==> src/rtl/pipeline_pkg.sv <==
// Shared encodings for the memory-port arbiter: FSM states, port owner, word width.
// Latency: none (types and constants only).
// Backpressure: none (no datapath).
package pipeline_pkg;

   localparam int WORD_W = 16;

   typedef enum logic [1:0] {
      ST_IDLE   = 2'd0,
      ST_ACCESS = 2'd1,
      ST_DONE   = 2'd2
   } state_t;

   typedef enum logic {
      OWN_IF  = 1'b0,
      OWN_MEM = 1'b1
   } owner_t;

endpackage

==> src/rtl/mem_arb_priority.sv <==
// Winner select between fetch and data ports: MEM wins unless it also won last time and IF waits.
// Latency: purely combinational.
// Backpressure: none; the loser simply stays unselected until a later IDLE evaluation.
module mem_arb_priority
   import pipeline_pkg::*;
(
   input  logic   if_req,
   input  logic   mem_req,
   input  owner_t last_grant,
   output logic   grant_valid,
   output owner_t grant_owner
);

   // Data port has priority; a fetch waiting behind a previous MEM grant gets the next turn.
   always_comb begin
      grant_valid = if_req | mem_req;
      grant_owner = OWN_IF;
      if (mem_req && !(if_req && (last_grant == OWN_MEM))) begin
         grant_owner = OWN_MEM;
      end
   end

endmodule

==> src/rtl/mem_port_arbiter.sv <==
// Shares one single-ported fixed-latency memory between fetch (read) and data (read/write) ports.
// Latency: grant in cycle t, ram_en for t+1..t+LATENCY, one-cycle ready pulse in t+LATENCY+1.
// Backpressure: requesters hold their level request; stall_fetch/stall_pipe stay high until served.
module mem_port_arbiter
   import pipeline_pkg::*;
#(
   parameter int WIDTH   = WORD_W,
   parameter int LATENCY = 2,
   parameter int CNT_W   = 4
) (
   input  logic             clk,
   input  logic             reset,
   input  logic             if_req,
   input  logic [WIDTH-1:0] if_addr,
   output logic [WIDTH-1:0] if_rdata,
   output logic             if_ready,
   input  logic             mem_req,
   input  logic             mem_we,
   input  logic [WIDTH-1:0] mem_addr,
   input  logic [WIDTH-1:0] mem_wdata,
   output logic [WIDTH-1:0] mem_rdata,
   output logic             mem_ready,
   output logic             ram_en,
   output logic             ram_we,
   output logic [WIDTH-1:0] ram_addr,
   output logic [WIDTH-1:0] ram_wdata,
   input  logic [WIDTH-1:0] ram_rdata,
   output logic             stall_fetch,
   output logic             stall_pipe
);

   state_t           r_state;
   state_t           w_next_state;
   logic [CNT_W-1:0] r_cnt;
   // The port that won the most recent grant doubles as the owner of the current access.
   owner_t           r_last_grant;
   logic [WIDTH-1:0] r_addr;
   logic [WIDTH-1:0] r_wdata;
   logic             r_we;
   logic [WIDTH-1:0] r_if_rdata;
   logic [WIDTH-1:0] r_mem_rdata;
   logic             w_grant_valid;
   owner_t           w_grant_owner;
   logic             w_last_beat;
   logic             w_grant;

   mem_arb_priority u_priority (
      .if_req      (if_req),
      .mem_req     (mem_req),
      .last_grant  (r_last_grant),
      .grant_valid (w_grant_valid),
      .grant_owner (w_grant_owner)
   );

   assign w_last_beat = (r_cnt == '0);
   assign w_grant     = (r_state == ST_IDLE) && w_grant_valid;

   assign if_rdata    = r_if_rdata;
   assign mem_rdata   = r_mem_rdata;
   // Stalls track the raw request so a losing requester stays frozen until its own ready.
   assign stall_fetch = if_req & ~if_ready;
   assign stall_pipe  = mem_req & ~mem_ready;

   // State register; reset abandons any access in flight.
   always_ff @(posedge clk) begin
      if (reset) begin
         r_state <= ST_IDLE;
      end else begin
         r_state <= w_next_state;
      end
   end

   // Next state and memory/ready outputs; memory bus is driven only during ACCESS.
   always_comb begin
      w_next_state = r_state;
      ram_en       = 1'b0;
      ram_we       = 1'b0;
      ram_addr     = '0;
      ram_wdata    = '0;
      if_ready     = 1'b0;
      mem_ready    = 1'b0;
      case (r_state)
         ST_IDLE: begin
            if (w_grant_valid) begin
               w_next_state = ST_ACCESS;
            end
         end
         ST_ACCESS: begin
            ram_en    = 1'b1;
            ram_we    = r_we;
            ram_addr  = r_addr;
            ram_wdata = r_wdata;
            if (w_last_beat) begin
               w_next_state = ST_DONE;
            end
         end
         ST_DONE: begin
            if_ready     = (r_last_grant == OWN_IF);
            mem_ready    = (r_last_grant == OWN_MEM);
            w_next_state = ST_IDLE;
         end
         default: begin
            w_next_state = ST_IDLE;
         end
      endcase
   end

   // Grant-time capture of the winner's request, latency countdown, and read-data return.
   always_ff @(posedge clk) begin
      if (reset) begin
         r_cnt        <= '0;
         r_last_grant <= OWN_IF;
         r_addr       <= '0;
         r_wdata      <= '0;
         r_we         <= 1'b0;
         r_if_rdata   <= '0;
         r_mem_rdata  <= '0;
      end else begin
         if (w_grant) begin
            r_last_grant <= w_grant_owner;
            r_cnt        <= CNT_W'(LATENCY - 1);
            if (w_grant_owner == OWN_MEM) begin
               r_addr  <= mem_addr;
               r_we    <= mem_we;
               r_wdata <= mem_wdata;
            end else begin
               r_addr  <= if_addr;
               r_we    <= 1'b0;
               r_wdata <= '0;
            end
         end
         if (r_state == ST_ACCESS) begin
            if (!w_last_beat) begin
               r_cnt <= r_cnt - CNT_W'(1);
            end else if (!r_we) begin
               if (r_last_grant == OWN_IF) begin
                  r_if_rdata <= ram_rdata;
               end else begin
                  r_mem_rdata <= ram_rdata;
               end
            end
         end
      end
   end

endmodule

==> config.mk <==
export PLATFORM = sky130hd
export DESIGN_NAME = mem_port_arbiter
export DESIGN_NICKNAME = d
export VERILOG_FILES = /design/src/rtl/pipeline_pkg.sv /design/src/rtl/mem_arb_priority.sv /design/src/rtl/mem_port_arbiter.sv
export SDC_FILE = /design/constraint.sdc
export NUM_CORES = 1
export LEC_CHECK = 0
export ABC_AREA = 1
export CELL_PAD_IN_SITES_DETAIL_PLACEMENT = 1
export CELL_PAD_IN_SITES_GLOBAL_PLACEMENT = 2
export CORE_ASPECT_RATIO = 1.2
export CORE_MARGIN = 2
export CORE_UTILIZATION = 23
export DETAILED_ROUTE_END_ITERATION = 10
export HOLD_SLACK_MARGIN = 0.06
export PLACE_DENSITY_LB_ADDON = 0.1
export SLEW_MARGIN = 0
export SYNTH_ARGS = -nofsm -noshare
export SYNTH_HDL_FRONTEND = slang
export SYNTH_HIERARCHICAL = 1
export SYNTH_SLANG_ARGS = --single-unit
==> constraint.sdc <==
create_clock -name clk -period 2.05 [get_ports clk]
set_input_delay 0.3075 -clock clk [delete_from_list [all_inputs] [get_ports clk]]
set_output_delay 0.3075 -clock clk [all_outputs]
set_load 0.02 [all_outputs]
==> impl_metrics.tcl <==
set metrics [dict create \
    cpPeakStageDelay_ns 0.53 \
    min_path_type "flop to flop" \
    setup_viol_count_final 0 \
    r2r_start "r_cnt[0]" \
    drc 0 \
    grt_start_max_net_pins 51 \
    worst_pin_slew_ns 0.3371 \
    fp-row-count 47 \
    p_leak_uw 0.002258 \
    grt_use_total 0.1346 \
    fmax_mhz 513.1 \
    netlist-cell-type-count 22 \
    endpoint_kind "primary output" \
    ys_seq_area_frac 0.4446 \
    synth_area_leaders "dfxtp_1 (44%), nand2_1 (18%), nor2_1 (12%), inv_1 (6.9%), a21oi_1 (5.9%)" \
    syn_to_final_growth_pct 55.85 \
    dr.pass1.iters 5 \
    cts_buffers 9 \
    maxUsedRoutingLayer "met4" \
    grt_antenna_before_repair 0 \
    fin_setup_tns_ns 0 \
    path_cells "nand2_1 -> o21ai_0 -> inv_1 -> clkdlybuf4s50_1" \
    skew_ns 0.006560 \
    period_share 0.9507 \
    met1_length_microns 4394 \
    yosysWarningCount 6 \
    cts.hold.buffers_added 0 \
    ioPinCount 139 \
    cts.path.max_buffers 2 \
    die_h_microns 134.1 \
    grt_pass1_vias 3418 \
    min_period_ns 1.949 \
    overflow 0 \
    yosys.area.top_type "dfxtp_1" \
    r2r_cells 8 \
    wl_met3_microns 670 \
    dp.final_hpwl_microns 7141 \
    final_antenna_net_count 0 \
    reg2reg_to "mem_rdata[2]" \
    place_congestion 0.7291 \
    slowest_stage "clkdlybuf4s50_1" \
    drtIter0Drc 66 \
    drt_wl_total_microns 9864 \
    die_area_sq_um 15070 \
    h-tree-depth 3 \
    worstPathRequired_ns 1.74 \
    synthCells 494 \
    port-buffer-count 138 \
    power.density_nw_per_um2 813.5 \
    yosys_register_bits 72 \
    status "complete, no violations" \
    power.total_uw 4110 \
    drive_gt1_frac 0.05529 \
    min-delay-start "r_addr[10]" \
    slew_headroom 0.7753 \
    start_kind "flop" \
    hold_viol 0 \
    avgSynthCellArea_sq_um 6.562 \
    clock_latency_ns 0.33 \
    crit_type "flop to primary output" \
    cts_tree "built" \
    rrSetupSlack_ns 0.51 \
    core_area_sq_um 13760 \
    num_vias 3392 \
    syn-cell-area_sq_um 3242 \
    worst_ep_arrival_time_ns 1.64 \
    wire_per_inst_microns 12.27 \
    grt_pass1_wl_microns 16330 \
    die_w_microns 112.4 \
    antenna_cells 0 \
    vdd_drop_max_mv 0.4324 \
    initial_core_util 0.2356 \
    hold_end "r_addr[10]" \
    cts.sinks 72 \
    syn-num-nets 564 \
    root_buffer "clkbuf_16" \
    slew_violations 0 \
    whs_path_depth 2 \
    synth_top_cell_area_share 0.4446 \
    met2_length_microns 4701 \
    hold_ws_ns 0.4506 \
    drv_cap 0 \
    fin_nets 698 \
    cp_max_fo 4 \
    viasPerCell 4.219 \
    rsz0062_at_grt "no" \
    clk_pin_slew_worst_paths_ns 0.06 \
]
registers in the layout, indices dropped and copies added, names as in the netlist:
name          flops
r_we              1
mem_rdata        16
r_addr           16
r_last_grant      1
r_wdata          16
if_rdata         16
r_cnt             4
r_state           2
cells in the mapped netlist (all sizes together):
master,n
a21oi,38
nand2,157
xor2,1
o21ai,19
or2,1
inv,63
nand3,7
o21a,1
nor3,2
ha,1
nor2,107
clkbuf,5
buf,20
dfxtp,72
layout by cell type (no fill, tap or decap), types with 4 or more instances in the layout:
cell type          n
a21oi_1           38
buf_12             5
buf_4              5
clkbuf_16          9
clkdlybuf4s50_1  103
dfxtp_1           71
dlygate4sd2_1     33
inv_1             60
nand2_1          156
nand3_1            6
nor2_1           103
nor2_4             4
o21ai_0           19
report_power, final:
part | switching [uW] | leakage [uW] | internal, uW
combinational | 595 | 0.00154 | 474
sequential | 64.7 | 0.000590 | 1540
clock | 586 | 0.000128 | 847
worst max-delay path by stage:
| stage | end | start | slack [ns] | cells after the start |
|---|---|---|---|---|
| finish | stall_pipe | r_state[1] | 0.10 | 4 |
| global route | stall_pipe | r_state[0] | 0.002 | 5 |
| CTS | stall_pipe | r_last_grant | 0.04 | 4 |
| detailed placement | r_wdata[7] | mem_req | 0.1 | 8 |
| global placement | r_wdata[4] | mem_req | 0.14 | 8 |
| floorplan | ram_addr[0] | r_state[1] | 0.71 | 4 |
what timing repair did:
action,in CTS,in global routing
pin swaps,0,0
endpoints found under the setup margin,33,3
gates resized for setup,33,3
setup buffers,0,0
through the flow:
step / utilization / area, sq um / std cells / worst slack, ns
6_report: 0.3672 / 5052 / 804 / 0.1010
5_1_grt: 0.3672 / 5052 / 804 / 0.001679
4_1_cts: 0.3667 / 5046 / 804 / 0.03967
3_5_place_dp: 0.3497 / 4812 / 788 / 0.09762
3_3_place_gp: 0.3497 / 4812 / 788 / 0.1377
2_1_floorplan: - / 3242 / 494 / 0.7127
cell families (layout without fill, tap and decap cells):
kind of cell | count (synthesis) | after routing | share of synthesized area
and+or+nand+nor | 274 | 274 | 0.3354
buffers and inverters | 88 | 227 | 0.1231
DFF | 72 | 72 | 0.4446
AOI/OAI and AO/OA | 58 | 58 | 0.09031
adders and majority gates | 1 | 1 | 0.003859
xor gates and xnor gates | 1 | 1 | 0.002702
layout make-up:
| class | count | area [sq um] |
|---|---|---|
| clock buffers | 11 | 242.7 |
| clock inverters | 5 | 32.53 |
| fillers | 1763 | 8708 |
| inverters | 63 | 236.5 |
| multi-input cells | 334 | 1401 |
| flip-flops and latches | 72 | 1443 |
| well taps | 171 | 214.0 |
| repair buffers | 148 | 1483 |
worst max-delay path: cells and delay by family, from the launching register on:
kind	cells	cell delay, ns
buffers and inverters	2	0.58
flip-flops	1	0.40
AND/OR/NAND/NOR	1	0.16
AO/OA/AOI/OAI	1	0.17
metal layers:
metal,up-vias,GRT usage
met1,1556,0.1621
li1,1743,-
met3,6,0.04654
met2,87,0.2306
met5,-,0
met4,0,0.03252
No activity file was read; power rests on OpenSTA's default activity.
